==> config.mk <==
export PLATFORM = sky130hd
export DESIGN_NAME = cpu_trace_emitter
export DESIGN_NICKNAME = d
export VERILOG_FILES = /design/src/rtl/cpu_trace_emitter.sv
export SDC_FILE = /design/constraint.sdc
export NUM_CORES = 1
export LEC_CHECK = 0
export CELL_PAD_IN_SITES_DETAIL_PLACEMENT = 0
export CELL_PAD_IN_SITES_GLOBAL_PLACEMENT = 1
export CORE_AREA = 2 2 125 127
export DETAILED_ROUTE_END_ITERATION = 8
export DIE_AREA = 0 0 127 129
export PLACE_DENSITY_LB_ADDON = 0.1
export SLEW_MARGIN = 20
export SYNTH_ARGS = -nofsm -noshare
export SYNTH_HDL_FRONTEND = slang
export SYNTH_SLANG_ARGS = --single-unit
export TNS_END_PERCENT = 1
==> constraint.sdc <==
create_clock -name clk -period 4.93 [get_ports clk]
set_input_delay 0.986 -clock clk [delete_from_list [all_inputs] [get_ports clk]]
set_output_delay 0.986 -clock clk [all_outputs]
set_load 0.02 [all_outputs]
==> src/rtl/cpu_trace_emitter.sv <==
// rtl/cpu_trace_emitter.sv - serializes one CPU retirement record into ASCII trace characters.
// Optional build macro TRACE_NEWLINE_EN appends a 0x0A character after the closing '#'.
module cpu_trace_emitter (
  input  logic        clk,
  input  logic        reset,
  input  logic        in_valid,
  output logic        in_ready,
  input  logic        in_type,
  input  logic [15:0] in_time,
  input  logic [31:0] in_pc,
  input  logic [4:0]  in_reg,
  input  logic [31:0] in_addr,
  input  logic [31:0] in_data,
  output logic [7:0]  char_out,
  output logic        char_valid,
  input  logic        char_ready,
  output logic        busy
);

  typedef enum logic [3:0] {
    S_IDLE, S_CARET, S_TIME, S_AT, S_PC, S_COLON, S_SP1, S_TAG,
    S_OPND, S_SP2, S_LT, S_EQ, S_SP3, S_DATA, S_HASH, S_NL
  } state_t;

  state_t      state, state_next;
  logic [2:0]  nib_idx, nib_next;
  logic [1:0]  dig_idx, dig_next;

  logic        r_type;
  logic [15:0] r_time;
  logic [31:0] r_pc;
  logic [4:0]  r_reg;
  logic [31:0] r_addr;
  logic [31:0] r_data;

  logic [4:0]  reg_tens;
  logic [4:0]  reg_ones;
  logic [1:0]  time_first;

  function automatic logic [7:0] hex_char(input logic [3:0] n);
    return (n < 4'd10) ? (8'h30 + {4'h0, n}) : (8'h57 + {4'h0, n});
  endfunction

  function automatic logic [7:0] bcd_char(input logic [3:0] n);
    return (n > 4'd9) ? 8'h39 : (8'h30 + {4'h0, n});
  endfunction

  function automatic logic [3:0] nib32(input logic [31:0] w, input logic [2:0] i);
    return w[{i, 2'b00} +: 4];
  endfunction

  function automatic logic [3:0] nib16(input logic [15:0] w, input logic [1:0] i);
    return w[{i, 2'b00} +: 4];
  endfunction

  assign reg_tens = r_reg / 5'd10;
  assign reg_ones = r_reg % 5'd10;

  // Index of the most significant non-zero time digit; 0 when the time is all zeros.
  always_comb begin
    time_first = 2'd0;
    if (r_time[15:12] != 4'h0)     time_first = 2'd3;
    else if (r_time[11:8] != 4'h0) time_first = 2'd2;
    else if (r_time[7:4] != 4'h0)  time_first = 2'd1;
  end

  assign in_ready   = (state == S_IDLE);
  assign char_valid = (state != S_IDLE);
  assign busy       = (state != S_IDLE);

  always_comb begin
    state_next = state;
    nib_next   = nib_idx;
    dig_next   = dig_idx;
    char_out   = 8'h00;
    case (state)
      S_IDLE: begin
        if (in_valid) state_next = S_CARET;
      end
      S_CARET: begin
        char_out = 8'h5e;
        if (char_ready) begin
          state_next = S_TIME;
          dig_next   = time_first;
        end
      end
      S_TIME: begin
        char_out = bcd_char(nib16(r_time, dig_idx));
        if (char_ready) begin
          if (dig_idx == 2'd0) state_next = S_AT;
          else                 dig_next   = dig_idx - 2'd1;
        end
      end
      S_AT: begin
        char_out = 8'h40;
        if (char_ready) begin
          state_next = S_PC;
          nib_next   = 3'd7;
        end
      end
      S_PC: begin
        char_out = hex_char(nib32(r_pc, nib_idx));
        if (char_ready) begin
          if (nib_idx == 3'd0) state_next = S_COLON;
          else                 nib_next   = nib_idx - 3'd1;
        end
      end
      S_COLON: begin
        char_out = 8'h3a;
        if (char_ready) state_next = S_SP1;
      end
      S_SP1: begin
        char_out = 8'h20;
        if (char_ready) state_next = S_TAG;
      end
      S_TAG: begin
        char_out = r_type ? 8'h2a : 8'h24;
        if (char_ready) begin
          state_next = S_OPND;
          // Register operand uses index 1 for the tens digit, 0 for the ones digit.
          nib_next   = r_type ? 3'd7 : ((r_reg >= 5'd10) ? 3'd1 : 3'd0);
        end
      end
      S_OPND: begin
        if (r_type)              char_out = hex_char(nib32(r_addr, nib_idx));
        else if (nib_idx[0])     char_out = 8'h30 + {3'b000, reg_tens};
        else                     char_out = 8'h30 + {3'b000, reg_ones};
        if (char_ready) begin
          if (nib_idx == 3'd0) state_next = S_SP2;
          else                 nib_next   = nib_idx - 3'd1;
        end
      end
      S_SP2: begin
        char_out = 8'h20;
        if (char_ready) state_next = S_LT;
      end
      S_LT: begin
        char_out = 8'h3c;
        if (char_ready) state_next = S_EQ;
      end
      S_EQ: begin
        char_out = 8'h3d;
        if (char_ready) state_next = S_SP3;
      end
      S_SP3: begin
        char_out = 8'h20;
        if (char_ready) begin
          state_next = S_DATA;
          nib_next   = 3'd7;
        end
      end
      S_DATA: begin
        char_out = hex_char(nib32(r_data, nib_idx));
        if (char_ready) begin
          if (nib_idx == 3'd0) state_next = S_HASH;
          else                 nib_next   = nib_idx - 3'd1;
        end
      end
      S_HASH: begin
        char_out = 8'h23;
`ifdef TRACE_NEWLINE_EN
        if (char_ready) state_next = S_NL;
`else
        if (char_ready) state_next = S_IDLE;
`endif
      end
      S_NL: begin
`ifdef TRACE_NEWLINE_EN
        char_out = 8'h0a;
        if (char_ready) state_next = S_IDLE;
`else
        state_next = S_IDLE;
`endif
      end
      default: state_next = S_IDLE;
    endcase
  end

  always_ff @(posedge clk or negedge reset) begin
    if (!reset) begin
      state   <= S_IDLE;
      nib_idx <= 3'd0;
      dig_idx <= 2'd0;
      r_type  <= 1'b0;
      r_time  <= 16'h0000;
      r_pc    <= 32'h0;
      r_reg   <= 5'd0;
      r_addr  <= 32'h0;
      r_data  <= 32'h0;
    end else begin
      state   <= state_next;
      nib_idx <= nib_next;
      dig_idx <= dig_next;
      if (state == S_IDLE && in_valid) begin
        r_type <= in_type;
        r_time <= in_time;
        r_pc   <= in_pc;
        r_reg  <= in_reg;
        r_addr <= in_addr;
        r_data <= in_data;
      end
    end
  end

endmodule

==> impl_metrics.json <==
{
  "status": "finished, final reports clean",
  "critPathRequiredTime_ps": 3940,
  "grt_pass1_wl_microns": 25020,
  "async_reset_ff_frac": 1.000,
  "gr-total-overflow": 0,
  "crit_slowest_cell": "clkdlybuf4s50_1",
  "wire_per_inst_microns": 18.55,
  "seq_area_sq_mm": 0.003179,
  "placeableCoreArea_sq_mm": 0.01498,
  "synth_edf_count": 0,
  "rsz0062_at_grt": "false",
  "finalSetupViolations": 0,
  "start_kind": "flop",
  "antenna_found_initial": 0,
  "timing.rr.end": "r_data[27]",
  "hold_depth": 1,
  "wirelength_met1_microns": 6609,
  "core.rowCount": 45,
  "place_congestion": 0.8605,
  "start_util": 0.4425,
  "crit_arrival_ps": 3730,
  "tns_ps": 0,
  "portBuffers": 131,
  "cts_setup_buffers": 0,
  "p_int_w": 0.003922,
  "reg2reg_depth": 6,
  "crit_type": "flop to output port",
  "cp_max_fo": 17,
  "fp.dieW_microns": 127,
  "synth_nets": 630,
  "leakagePower_nw": 3.720,
  "reg2reg_slack_ps": 2290,
  "io_pins": 133,
  "hold_buffers": 0,
  "syn_area_sq_mm": 0.006628,
  "report.final.slew_viol_count": 0,
  "highest_layer": "met4",
  "period_minus_slack_ps": 4713,
  "cts_inserted_buffers": 17,
  "drc_errors": 0,
  "min_to": "r_pc[19]",
  "cap_viol_max_count": 0,
  "drt-initial-drc-count": 250,
  "pwr-share-seq": 0.336,
  "min_path_type": "flop to flop",
  "syn_area_per_cell_sq_um": 13.20,
  "synth_ff_type": "dfrtp_1",
  "die_y_microns": 129,
  "worst_clock_skew_ps": 15.60,
  "post_cts_resized": 0,
  "hold_start": "r_pc[19]",
  "seq_area_frac_synth": 0.4795,
  "clk_latency_ps": 430,
  "drt-pass1-iter-count": 7,
  "largest_registers": "r_addr (32), r_data (32), r_pc (32)",
  "place.detailed.hpwl_microns": 11260,
  "grt_start_max_net_pins": 73,
  "cpPeakStageDelay_ps": 680,
  "period_share": 0.9561,
  "hold_ws_ps": 497.6,
  "crit_chain": "buf_4 > mux4_1 > mux2i_1 > ha_1 > and4b_1 > o21ai_0 > o2111ai_1 > clkdlybuf4s50_1",
  "relSlewSlack": 0.4377,
  "powerDensity_mw_per_mm2": 704.0,
  "synth_cells": 502,
  "dr_wl_met3_microns": 769,
  "cts_tree": "done",
  "ys_ff_latch": 127,
  "clkPwrFrac": 0.215,
  "p_switching_w": 0.002190,
  "num-nets-final": 753,
  "area_growth_pct": 31.00,
  "yosys_warnings": 0,
  "grt_pass1_vias": 4803,
  "cts_buffer_depth": 2,
  "r2r-start": "state[1]",
  "synth_cell_type_count": 60,
  "wirelength_microns": 15330,
  "hold_viol": 0,
  "p_comb_frac": 0.450,
  "h-tree-depth": 4,
  "drive_above_1_share": 0.2821,
  "wl_met2_microns": 7811,
  "num_antenna_cells": 0,
  "nFillCells": 1227,
  "end_kind": "output port",
  "vias": 4570,
  "worst_ir_drop_vdd_mv": 0.2970,
  "die-area_sq_mm": 0.01638,
  "cts.sinks": 127,
  "ant_nets": 0,
  "multiInputGateArea_sq_mm": 0.003236,
  "path_clk_slew_ps": 60,
  "tightestPinTransition_ps": 843.5,
  "cp_top_family": "buffers and inverters",
  "grt.total_usage": 0.1992,
  "critical_path_buf_inv_count": 2,
  "root_buffer": "clkbuf_16",
  "sw_frac_of_total": 0.3584,
  "vias_per_cell": 5.533,
  "fmax_mhz": 212.2
}
==> worst max-delay path by stage <==
stage	start	endpoint	cells after the start
after floorplan	nib_idx[0]	char_out[4]	10
after global placement	nib_idx[0]	char_out[1]	7
after detailed placement	nib_idx[0]	char_out[1]	7
after CTS	nib_idx[0]	char_out[1]	7
after global routing	nib_idx[0]	char_out[1]	7
final	nib_idx[0]	char_out[2]	8
==> per-layer routing <==
layer  up-vias  track usage
met1      2286       0.2563
met3        10      0.05572
li1       2134            -
met5         -            0
met4         0      0.04913
met2       140       0.3368
==> cell type report <==
| type | instances | area share |
|---|---|---|
| Clock buffer | 18 | 0.04943 |
| Clock inverter | 14 | 0.02118 |
| Inverter | 12 | 0.005188 |
| Multi-Input combinational cell | 329 | 0.3727 |
| Sequential cell | 127 | 0.3662 |
| Tap cell | 188 | 0.02709 |
| Timing Repair Buffer | 138 | 0.1582 |
==> power groups by stage <==
stage / Sequential [W] / Clock (W) / Combinational (W)
finish: 0.00205 / 0.00131 / 0.00275
global route: 0.00214 / 0.00139 / 0.00302
CTS: 0.00206 / 0.00134 / 0.00277
detailed placement: 0.00207 / 0 / 0.00276
global placement: 0.00206 / 0 / 0.00269
floorplan: 0.00176 / 0 / 0.00228
==> stage by stage <==
step / area (sq um) / setup WS [ps] / total power [W] / util / cells
final: 8682 / 216.5 / 0.006112 / 0.5797 / 826
after global routing: 8682 / 2.386 / 0.006545 / 0.5797 / 826
after CTS: 8682 / 202.2 / 0.006167 / 0.5797 / 826
after detailed placement: 8069 / 659.6 / 0.004830 / 0.5388 / 794
after global placement: 8069 / 682.8 / 0.004748 / 0.5388 / 794
after floorplan: 6628 / 1509 / 0.004036 / - / 502
==> cells in the mapped netlist (2+ instances only) <==
cell type | n | area share
a211o_1 | 2 | 0.0026
a211oi_1 | 2 | 0.0023
a21o_1 | 2 | 0.0023
a21oi_1 | 17 | 0.013
a221oi_1 | 5 | 0.0066
a22oi_1 | 2 | 0.0023
a311oi_1 | 2 | 0.0026
a31o_2 | 3 | 0.0040
and2_1 | 3 | 0.0028
and3_1 | 2 | 0.0019
buf_1 | 3 | 0.0017
buf_2 | 2 | 0.0015
buf_4 | 2 | 0.0023
buf_6 | 3 | 0.0051
clkbuf_1 | 23 | 0.013
dfrtp_1 | 127 | 0.48
ha_1 | 6 | 0.011
inv_1 | 11 | 0.0062
maj3_1 | 2 | 0.0030
mux2_2 | 119 | 0.20
mux2_4 | 2 | 0.0045
mux2i_1 | 14 | 0.021
mux4_1 | 18 | 0.071
mux4_2 | 10 | 0.034
nand2_1 | 24 | 0.014
nand2b_1 | 3 | 0.0028
nand3_1 | 6 | 0.0045
nor2_1 | 23 | 0.013
nor2b_1 | 2 | 0.0019
nor3_1 | 6 | 0.0045
o2111ai_1 | 2 | 0.0026
o211ai_1 | 4 | 0.0045
o21a_1 | 2 | 0.0023
o21ai_0 | 18 | 0.014
o21bai_1 | 2 | 0.0023
or4_1 | 3 | 0.0034
xnor2_1 | 2 | 0.0026
==> cells by family (layout without fill, tap and decap cells) <==
logic type / Yosys count / after routing / share of synthesized area
compound gates: 75 / 75 / 0.07778
xor+xnor: 3 / 3 / 0.003965
fa+ha+maj: 8 / 8 / 0.01435
buf+inv: 46 / 182 / 0.03341
flops: 127 / 127 / 0.4795
mux: 163 / 163 / 0.3332
other cells: 1 / 1 / 0.0005658
simple gates: 79 / 79 / 0.05720
==> placed cells by master (no fill, tap or decap), types with 4 or more instances in the layout <==
| master | instances |
|---|---|
| o21ai_0 | 18 |
| clkdlybuf4s50_1 | 130 |
| nand3_1 | 6 |
| buf_4 | 7 |
| mux2i_1 | 14 |
| mux4_1 | 18 |
| mux4_2 | 10 |
| inv_1 | 11 |
| nor2_1 | 23 |
| o211ai_1 | 4 |
| clkbuf_16 | 17 |
| ha_1 | 6 |
| a221oi_1 | 5 |
| dfrtp_1 | 126 |
| mux2_2 | 119 |
| nand2_1 | 23 |
| nor3_1 | 6 |
| clkinv_4 | 5 |
| a21oi_1 | 17 |
Note: power is estimated with default switching activity, not from simulation.
